[config.mk]
export PLATFORM = sky130hd
export DESIGN_NAME = mem_lsu
export DESIGN_NICKNAME = d
export VERILOG_FILES = /design/src/rtl/mem_lsu_pkg.sv /design/src/rtl/mem_lsu_extract.sv /design/src/rtl/mem_lsu.sv
export SDC_FILE = /design/constraint.sdc
export NUM_CORES = 1
export LEC_CHECK = 0
export ABC_AREA = 0
export CAP_MARGIN = 20
export CORE_MARGIN = 2
export CORE_UTILIZATION = 35
export DETAILED_ROUTE_END_ITERATION = 8
export PLACE_DENSITY = 0.78
export SLEW_MARGIN = 10
export SYNTH_ARGS = -nofsm -noshare
export SYNTH_HDL_FRONTEND = slang
export SYNTH_SLANG_ARGS = --single-unit
[constraint.sdc]
create_clock -name clk_i -period 1.8 [get_ports clk_i]
set_input_delay 0.27 -clock clk_i [delete_from_list [all_inputs] [get_ports clk_i]]
set_output_delay 0.27 -clock clk_i [all_outputs]
set_load 0.05 [all_outputs]
[src/rtl/mem_lsu_pkg.sv]
// Shared types and helpers for the load/store unit: access size encoding, FSM states,
// alignment check and store lane formatting.
package mem_lsu_pkg;

  typedef enum logic [1:0] {
    SIZE_B = 2'd0,
    SIZE_H = 2'd1,
    SIZE_W = 2'd2,
    SIZE_X = 2'd3
  } size_e;

  typedef enum logic [1:0] {
    StIdle = 2'd0,
    StRead = 2'd1,
    StResp = 2'd2
  } state_e;

  // True for an illegal size or an access not aligned to its own size.
  function automatic logic req_bad(size_e size, logic [1:0] off);
    case (size)
      SIZE_B:  return 1'b0;
      SIZE_H:  return off[0];
      SIZE_W:  return off != 2'b00;
      default: return 1'b1;
    endcase
  endfunction

  function automatic logic [3:0] store_strb(size_e size, logic [1:0] off);
    case (size)
      SIZE_B:  return 4'b0001 << off;
      SIZE_H:  return off[1] ? 4'b1100 : 4'b0011;
      default: return 4'b1111;
    endcase
  endfunction

  // Replicate right-aligned store data so every lane the strobe can select carries it.
  function automatic logic [31:0] store_data(size_e size, logic [31:0] wdata);
    case (size)
      SIZE_B:  return {4{wdata[7:0]}};
      SIZE_H:  return {2{wdata[15:0]}};
      default: return wdata;
    endcase
  endfunction

endpackage

[src/rtl/mem_lsu_extract.sv]
// Load lane selection and sign/zero extension of a memory read word.
module mem_lsu_extract
  import mem_lsu_pkg::*;
(
  input  logic [31:0] word_i,
  input  logic [1:0]  addr_i,
  input  size_e       size_i,
  input  logic        unsigned_i,
  output logic [31:0] data_o
);

  logic [7:0]  byte_sel;
  logic [15:0] half_sel;

  // Pick the addressed lane, then extend to 32 bits; words pass through untouched.
  always_comb begin
    byte_sel = word_i[{addr_i, 3'b000} +: 8];
    half_sel = addr_i[1] ? word_i[31:16] : word_i[15:0];
    case (size_i)
      SIZE_B:  data_o = {{24{byte_sel[7] & ~unsigned_i}}, byte_sel};
      SIZE_H:  data_o = {{16{half_sel[15] & ~unsigned_i}}, half_sel};
      default: data_o = word_i;
    endcase
  end

endmodule

[src/rtl/mem_lsu.sv]
// Single-outstanding load/store unit in front of a one-cycle-latency memory port.
module mem_lsu
  import mem_lsu_pkg::*;
#(
  parameter int unsigned ADDR_W = 14
) (
  input  logic              clk_i,
  input  logic              rst_i,
  input  logic              req_valid_i,
  output logic              req_ready_o,
  input  logic [31:0]       req_addr_i,
  input  logic [31:0]       req_wdata_i,
  input  logic              req_we_i,
  input  logic [1:0]        req_size_i,
  input  logic              req_unsigned_i,
  output logic              resp_valid_o,
  input  logic              resp_ready_i,
  output logic [31:0]       resp_rdata_o,
  output logic              resp_err_o,
  output logic [ADDR_W-1:0] mem_addr_o,
  output logic [31:0]       mem_data_o,
  output logic [3:0]        mem_wr_o,
  input  logic [31:0]       mem_data_i
);

  state_e            state_q;
  logic [ADDR_W-1:0] addr_q;
  logic [1:0]        off_q;
  size_e             size_q;
  logic              uns_q;
  logic              resp_valid_q;
  logic              resp_err_q;
  logic [31:0]       resp_rdata_q;

  size_e       req_size;
  logic        accept;
  logic        req_err;
  logic [31:0] load_data;
  logic        unused_addr;

  // Address bits above the memory range are dropped so accesses wrap.
  assign unused_addr = ^req_addr_i[31:ADDR_W+2];

  assign req_size     = size_e'(req_size_i);
  assign req_ready_o  = rst_i && (state_q == StIdle);
  assign accept       = req_valid_i && req_ready_o;
  assign req_err      = req_bad(req_size, req_addr_i[1:0]);

  // Memory port: the address is taken live in IDLE so load data returns in READ.
  assign mem_addr_o   = (state_q == StIdle) ? req_addr_i[ADDR_W+1:2] : addr_q;
  assign mem_data_o   = store_data(req_size, req_wdata_i);
  assign mem_wr_o     = (accept && req_we_i && !req_err) ?
                        store_strb(req_size, req_addr_i[1:0]) : 4'b0000;

  assign resp_valid_o = resp_valid_q;
  assign resp_err_o   = resp_err_q;
  assign resp_rdata_o = resp_rdata_q;

  mem_lsu_extract u_extract (
    .word_i     (mem_data_i),
    .addr_i     (off_q),
    .size_i     (size_q),
    .unsigned_i (uns_q),
    .data_o     (load_data)
  );

  // Request FSM with registered response outputs.
  always_ff @(posedge clk_i) begin
    if (!rst_i) begin
      state_q      <= StIdle;
      addr_q       <= '0;
      off_q        <= 2'b00;
      size_q       <= SIZE_B;
      uns_q        <= 1'b0;
      resp_valid_q <= 1'b0;
      resp_err_q   <= 1'b0;
      resp_rdata_q <= 32'h0;
    end else begin
      unique case (state_q)
        StIdle: begin
          if (accept) begin
            addr_q <= req_addr_i[ADDR_W+1:2];
            off_q  <= req_addr_i[1:0];
            size_q <= req_size;
            uns_q  <= req_unsigned_i;
            if (req_err || req_we_i) begin
              // Stores complete in the accept cycle; errors never touch memory.
              state_q      <= StResp;
              resp_valid_q <= 1'b1;
              resp_err_q   <= req_err;
              resp_rdata_q <= 32'h0;
            end else begin
              state_q <= StRead;
            end
          end
        end
        StRead: begin
          state_q      <= StResp;
          resp_valid_q <= 1'b1;
          resp_err_q   <= 1'b0;
          resp_rdata_q <= load_data;
        end
        StResp: begin
          if (resp_ready_i) begin
            state_q      <= StIdle;
            resp_valid_q <= 1'b0;
            resp_err_q   <= 1'b0;
            resp_rdata_q <= 32'h0;
          end
        end
        default: state_q <= StIdle;
      endcase
    end
  end

endmodule

==> Implementation_results.wiki, run 1 <==
{| class="wikitable"
! Metric !! Value
|-
| Status || finished, violations left
|-
| Failing checks || setup timing
|-
| First-pass GRT wire length || 17,130 um
|-
| Initial Utilization || 35.94%
|-
| Synthesized instance count || 373
|-
| Leftover overflow at the end of global routing || 0
|-
| Met2 Resource Use GR || around two fifths
|-
| Async set or reset register ratio after synthesis || 0%
|-
| Final hold slack || between 0.3 and 0.4 ns
|-
| Count of pins over their slew limit || 0
|-
| Vias in the first global route || 3,609
|-
| Fmax achieved || ~500 MHz
|-
| Highest ir drop seen on vdd || 0.3799 mV
|-
| Max FO, Critical Path || 3
|-
| Mapped Avg Cell Area || roughly 8.9 um^2
|-
| IO Port Bufs || between 150 and 200
|-
| Final RePlAce weighted congestion || around 0.88
|-
| Skew final || 0.01556 ns
|-
| Syn Std Cell Area || approximately 3300 um^2
|-
| Diodes inserted || 0
|-
| Layer with the highest usage || met2
|-
| GRT Total Usage || roughly a fifth
|-
| Count of flip-flops with a built-in enable after synthesis || 0
|-
| Total of warnings raised by yosys || 0
|-
| Number of filler cells placed in the layout || between 700 and 800
|-
| DRC viols || 0
|-
| CP dominant cell by count || sky130_fd_sc_hd__buf_6
|-
| Sw frac || 39.51%
|-
| Drt pass-1 iters || 4
|-
| Area of the die || just over 10,000 um^2
|-
| Final HPWL DP || 8699 um
|-
| Leading register cell type out of synthesis || sky130_fd_sc_hd__dfxtp_1
|-
| Class of the most critical hold timing path || in2reg
|-
| PnR worst setup slack || -0.1679 ns
|-
| Sequential cell area in the final layout || between 1000 and 1500 um^2
|-
| Number of buffer and inverter instances along the worst setup path || 4
|-
| Number of nets in the finished design || between 600 and 700
|-
| Met1 layer usage reported by global route || a little under a quarter
|-
| Total wire length after detailed routing || 11,620 um
|-
| Slowest stage delay, CP || about 0.34 ns
|-
| Area of the multi-input gates || ~2200 um^2
|-
| Proportion of power drawn by combinational gates || 52.5%
|-
| Critical Setup Path Class || reg2out
|-
| Power dissipated by switching net loads || around 1.7 mW
|-
| Boundary Pins || about 190
|-
| Fraction of power consumed by the clock network || 16.2%
|-
| Power density over the cells || just over 700 nW/um^2
|-
| Clock latency on the worst-skew pair || 0.32 ns
|-
| Share of total power in sequential cells || approximately 31%
|-
| Pin count of the biggest net entering global routing || 39
|-
| Final setup viols || 50
|-
| Minimum clock period || just under 2 ns
|-
| Reported max-cap violation count || 0
|-
| Total CTS buffers || 5
|-
| Initial DRC count || 85
|-
| Area of the core || slightly above 9000 um^2
|-
| Flops & latches, synth || 55
|-
| Core occupancy in the finished layout || about 65%
|-
| Clock tree root driver cell || sky130_fd_sc_hd__clkbuf_8
|-
| TritonCTS clock tree || yes
|-
| Average routed wire per standard cell || approximately 17 um
|-
| H-tree levels || 2
|-
| Worst setup SP type || flip-flop
|-
| Worst-Margin Slew || around 0.52 ns
|-
| Initial antenna violation count || 0
|-
| Die Ht || around 100 um
|-
| Post-synth net total || about 480
|-
| Final ANT Viol Nets || 0
|-
| Cell family with the largest share of critical-path delay || simple AND/OR/NAND/NOR gates
|-
| Total of hold buffers inserted after clock tree synthesis || 0
|-
| Worst slew margin || between 60% and 70%
|-
| Setup repair after global routing missed its margin || true
|-
| Clock Path Buffers || 2
|-
| Share of the cycle needed by the critical path after routing || 109.3%
|-
| Critical path required time || between 1.5 and 2 ns
|-
| Via density per instance || about 5.2
|-
| Met3 track demand over resource in global routing || between 7 and 8%
|-
| Sinks on Clock Net || 55
|-
| Sequence of cells on the critical path || inv_2 -> ha_4 -> buf_6 -> and3_4 -> nand2_4 -> buf_6 -> nor3_4 -> buf_12
|-
| Critical path data arrival time || 1.70 ns
|-
| Area growth from synthesis to final layout || 79.73%
|-
| Fraction of the yosys area taken by sequential cells || between 30% and 40%
|-
| Netlist cell types || between 40 and 50
|-
| Clock transition at path regs || roughly 0.11 ns
|-
| Total count of hold-check failures in the final report || 0
|-
| Leakage dissipation || 2.336 nW
|-
| Max stage delay cell, worst path || sky130_fd_sc_hd__dfxtp_2
|-
| Number of placement rows || 35
|-
| Total internal power || about 2.6 mW
|-
| Crit end category || output port
|-
| Commonest non-fill, non-tap cell in the layout || sky130_fd_sc_hd__clkdlybuf4s50_1
|-
| Ratio of cells with drive above 1 in the final layout || between 30% and 40%
|-
| Number of vias after detailed routing || 3,574
|-
| Most frequent cells in the layout || sky130_fd_sc_hd__clkdlybuf4s50_1, sky130_fd_sc_hd__buf_4, sky130_fd_sc_hd__nand2_1
|-
| Width of the die || 101.4 um
|}
==> final cells by class <==
type / count / share of cell area [%]
timing repair buffer: 222 / 40.78
multi-input combinational: 272 / 36.14
clock buffer: 6 / 1.216
inverter: 6 / 0.3774
clock inverter: 2 / 0.2725
tap: 129 / 2.704
sequential: 55 / 18.51
==> power groups by stage <==
stage               Clock [mW]  Combinational, mW  Sequential, mW
detailed placement           0               2.08            1.38
finish                   0.705               2.28            1.36
floorplan                    0               1.18            1.44
global placement             0               2.04            1.38
global route             0.777               2.41            1.37
CTS                      0.729               2.14            1.36
==> stage by stage <==
| step | area (um^2) | setup slack [ns] | setup TNS [ns] | power, mW | cells |
|---|---|---|---|---|---|
| 2_1_floorplan | 3400 | -0.1801 | -0.5160 | 2.622 | 373 |
| 3_3_place_gp | 5608 | -0.2219 | -9.042 | 3.417 | 676 |
| 3_5_place_dp | 5608 | -0.2677 | -11.60 | 3.461 | 676 |
| 4_1_cts | 5774 | -0.1933 | -2.840 | 4.227 | 686 |
| 5_1_grt | 5968 | -0.2480 | -7.065 | 4.555 | 692 |
| 6_report | 5968 | -0.1679 | -3.529 | 4.342 | 692 |
==> cell usage after synthesis (4+ instances only) <==
cell	instances	area [um^2]
sky130_fd_sc_hd__nand2b_1	26	162.7
sky130_fd_sc_hd__inv_1	5	18.77
sky130_fd_sc_hd__ha_1	4	50.05
sky130_fd_sc_hd__mux2_1	6	67.56
sky130_fd_sc_hd__dfxtp_1	55	1101
sky130_fd_sc_hd__a32o_1	23	230.2
sky130_fd_sc_hd__o21ai_1	9	45.04
sky130_fd_sc_hd__buf_2	14	70.07
sky130_fd_sc_hd__mux2i_1	17	170.2
sky130_fd_sc_hd__nor2_1	5	18.77
sky130_fd_sc_hd__a22o_1	9	78.83
sky130_fd_sc_hd__buf_4	10	75.07
sky130_fd_sc_hd__clkbuf_1	11	41.29
sky130_fd_sc_hd__mux2_2	33	371.6
sky130_fd_sc_hd__nor3_1	4	20.02
sky130_fd_sc_hd__nand2_1	59	221.5
sky130_fd_sc_hd__o2bb2ai_1	9	78.83
sky130_fd_sc_hd__a21oi_1	6	30.03
sky130_fd_sc_hd__o21ai_0	30	150.1
==> worst paths after layout <==
path                 startpoint               end  slack, ns  cells after the start
setup / recovery     state_q[0]       mem_wr_o[1]      -0.17                      8
hold / removal    req_size_i[1]         size_q[1]       0.36                      4
setup reg to reg     state_q[0]  resp_rdata_o[29]      -0.06                      9
hold reg to reg       addr_q[8]         addr_q[8]       0.46                      2
==> sequential cells by signal, summed over array words and instances (netlist names) <==
register,cells
state_q,2
size_q,2
resp_valid_o,1
resp_err_o,1
uns_q,1
resp_rdata_o,32
addr_q,14
off_q,2
==> metal layers <==
metal | routed length [um] | part of all wire, % | vias to the layer above
li1 | - | - | 1729
met1 | 4461 | 38 | 1674
met2 | 5953 | 51 | 157
met3 | 1044 | 9.0 | 14
met4 | 163 | 1.4 | 0
met5 | 0 | 0 | -
==> cells by family after synthesis <==
logic type                 count (synthesis)  share of synthesized area, %
and+or+nand+nor                          108                         15.75
AOI/OAI and AO/OA                        102                         22.76
muxes                                     57                         19.03
DFF                                       55                         33.16
buffers and inverters                     46                         7.536
adders and majority gates                  4                         1.507
xor gates and xnor gates                   1                        0.2638
==> worst reg2reg max path: cells and delay by family, from the launching register on <==
family / cells / cell delay (ns)
compound gates: 3 / 0.56
buf+inv: 4 / 0.55
flops: 1 / 0.35
fa+ha+maj: 1 / 0.15
simple gates: 1 / 0.12
==> what timing repair did <==
item	4_1_cts	5_1_grt
setup buffers	2	3
endpoints found under the setup margin	69	62
cloned	0	4
gates resized for setup	19	26
pin swaps	4	15
Power figures use the tool's default switching activity.
==> run 2: changes to the inputs <==
- PLACE_DENSITY: 0.78 -> 0.77
==> run 2 against run 1 <==
Compared with the run above:
- the flow still finishes with violations (setup timing)
- sequential power barely moved
- via count is 0.50% higher
- total power grew 2.9%
- sequential cell count unchanged
- non-clock buffer count grew 1
- first-iteration DRC count grew 28%
- register-to-register slack improved by 0.11 ns
- routed wire length fell by 2.8%
- critical path depth shrank 2
- maximum frequency rose by 4.8%
- clock power fell by 2%
- critical endpoint is now mem_addr_o[0]
==> Implementation_results.wiki, run 2 (synthesized netlist as in run 1, its figures left out) <==
{| class="wikitable"
! Metric !! Value
|-
| GRT Total Usage || 21.63% (+0.73 points)
|-
| PnR worst setup slack || -0.07813 ns (+0.08977 ns)
|-
| DRC viols || 0 (unchanged)
|-
| Leakage dissipation || 2.410 nW (+3.2%)
|-
| Total internal power || 2.736 mW (+4.2%)
|-
| Initial Utilization || 35.94% (unchanged)
|-
| Boundary Pins || 189 (unchanged)
|-
| Worst-Margin Slew || 0.5080 ns (-0.01623 ns)
|-
| Area of the die || 10,280 um^2 (unchanged)
|-
| Critical path required time || 1.53 ns (about the same)
|-
| Hold wc startpoint || resp_valid_o
|-
| Fmax achieved || 532.4 MHz (+4.8%)
|-
| Highest ir drop seen on vdd || 0.4118 mV (+8.4%)
|-
| Critical path data arrival time || 1.61 ns (-0.09 ns)
|-
| Worst setup path start || state_q[1]
|-
| Number of placement rows || 35 (unchanged)
|-
| Average routed wire per standard cell || 16.30 um (-3.0%)
|-
| Minimum clock period || 1.878 ns (-0.08977 ns)
|-
| Fraction of power consumed by the clock network || 15.4% (-0.8 points)
|-
| Max FO, Critical Path || 7 (+4)
|-
| Pin count of the biggest net entering global routing || 39 (unchanged)
|-
| Worst setup SP type || flip-flop
|-
| Number of filler cells placed in the layout || 722 (-0.28%)
|-
| First-pass GRT wire length || 17,980 um (+5.0%)
|-
| Area of the multi-input gates || 2150 um^2 (-0.35%)
|-
| IO Port Bufs || 172 (unchanged)
|-
| Final setup viols || 18 (-64%)
|-
| Share of the cycle needed by the critical path after routing || 104.3% (-5.0 points)
|-
| Vias in the first global route || 3,774 (+4.6%)
|-
| Die Ht || 101.4 um (unchanged)
|-
| Flip-flop count of the largest register after layout || 32 (unchanged)
|-
| Share of total power in sequential cells || 30.4% (-0.9 points)
|-
| Ratio of cells with drive above 1 in the final layout || 32.62% (-1.1 points)
|-
| Worst slew margin || 66.08% (+1.1 points)
|-
| Clock Path Buffers || 2 (unchanged)
|-
| Sequential cell area in the final layout || 1104 um^2 (-0.11%)
|-
| Number of nets in the finished design || 671 (+0.15%)
|-
| Power dissipated by switching net loads || 1.733 mW (+1.0%)
|-
| Initial DRC count || 109 (+28%)
|-
| Proportion of power drawn by combinational gates || 54.1% (+1.6 points)
|-
| Failing checks || setup timing
|-
| Class of the most critical hold timing path || reg2reg
|-
| Reported max-cap violation count || 0 (unchanged)
|-
| Total wire length after detailed routing || 11,290 um (-2.8%)
|-
| Setup repair after global routing missed its margin || true
|-
| Diodes inserted || 0 (unchanged)
|-
| Drt pass-1 iters || 4 (unchanged)
|-
| Total CTS buffers || 5 (unchanged)
|-
| Final RePlAce weighted congestion || 0.8584 (-2.1%)
|-
| Overall power after layout || 4.470 mW (+2.9%)
|-
| Sinks on Clock Net || 55 (unchanged)
|-
| Most frequent cells in the layout || sky130_fd_sc_hd__clkdlybuf4s50_1, sky130_fd_sc_hd__buf_4, sky130_fd_sc_hd__nand2_1
|-
| H-tree levels || 2 (unchanged)
|-
| Clock transition at path regs || 0.10 ns (about the same)
|-
| TritonCTS clock tree || yes
|-
| Sw frac || 38.78% (-0.73 points)
|-
| Total count of hold-check failures in the final report || 0 (unchanged)
|-
| Width of the die || 101.4 um (unchanged)
|-
| Final hold slack || 0.4663 ns (+0.1036 ns)
|-
| Count of pins over their slew limit || 0 (unchanged)
|-
| Final HPWL DP || 8599 um (-1.2%)
|-
| Number of vias after detailed routing || 3,592 (+0.50%)
|-
| Crit end category || output port
|-
| Launch instance of the worst register-to-register path || state_q[1]
|-
| Setup TNS after final layout || -1.162 ns (+2.367 ns)
|-
| Power density over the cells || 741.3 nW/um^2 (+1.9%)
|-
| Leftover overflow at the end of global routing || 0 (unchanged)
|-
| Critical Setup Path Class || reg2out
|-
| Clock tree root driver cell || sky130_fd_sc_hd__clkbuf_8
|-
| Initial antenna violation count || 0 (unchanged)
|-
| Skew final || 0.006773 ns (-0.008783 ns)
|-
| Status || finished, violations left
|-
| Area growth from synthesis to final layout || 81.57%
|-
| Area of the core || 9240 um^2 (unchanged)
|-
| Via density per instance || 5.183 (+0.36%)
|-
| Commonest non-fill, non-tap cell in the layout || sky130_fd_sc_hd__clkdlybuf4s50_1
|-
| Final ANT Viol Nets || 0 (unchanged)
|-
| Clock latency on the worst-skew pair || 0.31 ns (about the same)
|-
| Total of hold buffers inserted after clock tree synthesis || 0 (unchanged)
|}
run 2: cell count changes in the layout (fill, tap and decap cells not counted), moves of 3 or more:
| cell | change |
|---|---|
| sky130_fd_sc_hd__dlygate4sd2_1 | +3 |
| sky130_fd_sc_hd__buf_6 | -9 |
| sky130_fd_sc_hd__buf_8 | +14 |
| sky130_fd_sc_hd__mux2_2 | -14 |
| sky130_fd_sc_hd__buf_4 | -4 |
| sky130_fd_sc_hd__mux2_4 | +14 |
| sky130_fd_sc_hd__clkbuf_16 | -3 |
run 2: critical path, cell delays in order, from the launching register on:
cell	delay, ns
sky130_fd_sc_hd__dfxtp_2	0.35
sky130_fd_sc_hd__inv_2	0.05
sky130_fd_sc_hd__ha_4	0.16
sky130_fd_sc_hd__buf_6	0.13
sky130_fd_sc_hd__buf_16	0.14
sky130_fd_sc_hd__mux2_4	0.31
sky130_fd_sc_hd__buf_8	0.15
run 2: final timing paths:
| path | to | slack [ns] | cells past startpoint |
|---|---|---|---|
| max | mem_addr_o[0] | -0.08 | 6 |
| min | resp_valid_o | 0.47 | 2 |
| max reg2reg | resp_valid_o | 0.05 | 7 |
| min reg2reg | resp_valid_o | 0.47 | 2 |
run 2: power by group through the flow:
| stage | clock network [mW] | logic (mW) | registers [mW] |
|---|---|---|---|
| after global placement | 0 | 2.09 | 1.38 |
| after floorplan | 0 | 1.18 | 1.44 |
| final | 0.690 | 2.42 | 1.36 |
| after CTS | 0.713 | 2.37 | 1.36 |
| after global routing | 0.760 | 2.55 | 1.37 |
| after detailed placement | 0 | 2.13 | 1.38 |
run 2: metal layers:
layer | vias to the layer above | wire length (um) | track usage [%] | part of all wire [%]
met1 | 1706 | 4344 | 23.87 | 38
met5 | - | 0 | 0 | 0
met2 | 145 | 5754 | 40.14 | 51
li1 | 1723 | - | - | -
met4 | 0 | 209 | 5.301 | 1.9
met3 | 18 | 984 | 6.832 | 8.7
run 2: area by class of cell:
type	count	share of cell area, %
repair buffers	223	41.52
multi-input cells	272	35.65
clock inverters	3	0.3320
flip-flops and latches	55	18.30
clock buffers	5	1.141
well taps	129	2.677
inverters	6	0.3735
run 2: timing repair:
item | 4_1_cts | 5_1_grt
pin swaps | 5 | 2
resized for setup | 56 | 14
setup endpoints to repair | 74 | 60
cloned | 1 | 0
setup buffers | 2 | 0
run 2: stage by stage:
stage                     area, um^2  cells  setup slack, ns  utilization, %
final                           6030    693         -0.07813           65.25
after global routing            6030    693          -0.1336           65.25
after CTS                       5976    693          -0.1058           64.67
after detailed placement        5665    682          -0.2700           61.31
after global placement          5665    682          -0.2832           61.31
after floorplan                 3400    373          -0.1801               -
==> RTL change, RTL diff (config.mk and constraints of run 1) <==
Set the parameter `ADDR_W` to 13 (it was 14).
--- a/src/rtl/mem_lsu.sv
+++ b/src/rtl/mem_lsu.sv
@@ -2,7 +2,7 @@
 module mem_lsu
   import mem_lsu_pkg::*;
 #(
-  parameter int unsigned ADDR_W = 14
+  parameter int unsigned ADDR_W = 13
 ) (
   input  logic              clk_i,
   input  logic              rst_i,
Ports: changed (resized mem_addr_o); port bits go from 189 to 188. No check against the original RTL was run, so the function may have changed too.
==> RTL change against run 1 <==
The flow still finishes with violations (negative setup slack). Final cell count is 1.6% lower. Clock skew is 12 ps lower. Core utilization up 0.16 points. Count of clock-buffer cells in the layout shrank 1. Worst setup slack improved by 58 ps. Final area shrank 1.2%. Wire length increased by 1.2%. Power up 0.85%. Non-clock buffer count increased by 8. Synthesized cell count fell by 0.54%. Sequential cell count decreased by 1. Critical path depth down 1. Area after synthesis shrank 2.1%. Sequential share of layout area fell by 0.12 points. Critical path type unchanged. Largest power group unchanged.
==> RTL change: results (changes against run 1) <==
STA
  – Clock skew: 3.39 ps (-12.2 ps)
  – Slew margin rel.: 66.1% (+1.1 points)
  – TNS Setup: -1330 ps (+2200 ps)
  – Endpoints failing setup: 23 (-54%)
  – Final setup margin: -110 ps (+57.5 ps)
  – WHS: 465 ps (+103 ps)

Min path
  – Hold Path Cell Cnt: 2 (-2)
  – Hold Path Class: register to register

Power and ir drop
  – Internal power: 2.70 mW (+2.8%)
  – Leak pwr: 2.43 nW (+4.0%)
  – Peak VDD IR: 0.000381 V (+0.32%)

Finish
  – Post-route insts no fill: 681 (-1.6%)
  – Final net count: 677 (+1.0%)
  – Share of cells above drive strength 1: 35.6% (+1.9 points)

Drt
  – Initial DRC count: 181 (+110%)
  – Total length of routed wires: 11.8 mm (+1.2%)
  – Vias: 3706 (+3.7%)
  – 1st-pass router iterations: 5 (+1)

Synthesis
  – Adder-cell share of the synthesized area: 1.54% (+0.033 points)
  – Post-synthesis sequential area ratio: 33.3% (+0.11 points)
  – Largest cells by area after synthesis: dfxtp_1, mux2_2, nand2_1
  – Mux cell area share after synthesis: 16.2% (-2.8 points)
  – Top cells by count, synth: nand2_1, dfxtp_1, o21ai_0
  – XOR/XNOR Fraction of Synth Area: 0.270% (+0.0058 points)
  – Gate Count Post-Synth: 371 (-0.54%)
  – Compound-Gate Fraction of Synth Area: 26.0% (+3.3 points)
  – Post-synthesis cell type count: 55 (+12%)

Global routing
  – First-pass GRT wire length: 17.4 mm (+1.6%)
  – Total track usage: 21.5% (+0.59 points)

Outcome
  – Outcome: finished with violations
  – Failing checks: negative setup slack

Worst setup path
  – Reg2reg setup slack: -10 ps (+50 ps)
  – Peak fanout along the critical path: 4 (+1)
  – FF-to-FF path depth: 8 (-1)

Placement
  – Gpl congestion: 0.888 (+1.2%)
  – Placed Area: 5490 µm² (-2.1%)
  – Setup WS pre-CTS: -206 ps (+61.5 ps)
  – # port buffers: 170 (-1.2%)
  – Placed Instances: 662 (-2.1%)
RTL change: path summary, 6_finish.rpt:
path                           start                           end
max          state_q[1]$_SDFFE_PN0P_                   mem_wr_o[1]
min reg2reg   addr_q[6]$_SDFFE_PN0P_        addr_q[6]$_SDFFE_PN0P_
max reg2reg  state_q[0]$_SDFFE_PN0P_  resp_rdata_o[8]$_SDFFE_PN0P_
min           addr_q[6]$_SDFFE_PN0P_        addr_q[6]$_SDFFE_PN0P_
RTL change: power by group through the flow:
stage	sequential, mW	clock (mW)	combinational (mW)
after global placement	1.36	0	2.05
final	1.33	0.810	2.24
after floorplan	1.40	0	1.22
after global routing	1.35	0.870	2.36
after CTS	1.33	0.817	2.17
after detailed placement	1.36	0	2.09
RTL change: layer usage:
metal	vias up	part of all wire (%)	routed length (µm)	global-route usage, %
li1	1739	-	-	-
met1	1739	35	4120	22.6
met2	202	53	6270	41.9
met3	26	9.6	1130	5.85
met4	0	2.2	253	5.06
met5	-	0	0	0
RTL change: critical path, stage by stage (launching register included):
cell and delay, ps:
dfxtp_2 340, inv_2 80, ha_4 160, and3_4 200, nand2_4 70, buf_12 140, nor3_4 190, buf_12 160
RTL change: layout make-up:
| cell class | instances | area (µm²) |
|---|---|---|
| clock buffers | 5 | 68.8 |
| clock inverters | 3 | 40.0 |
| repair buffers | 230 | 2450 |
| inverters | 4 | 15.0 |
| multi-input cells | 274 | 2100 |
| flip-flops and latches | 54 | 1080 |
| fillers | 704 | 3210 |
| well taps | 111 | 139 |
RTL change: timing repair:
item,in CTS,in global routing
pin swaps,5,6
gates resized for setup,39,13
buffers inserted,5,4
hold buffers,0,0
gates cloned,0,3
setup endpoints to repair,40,52
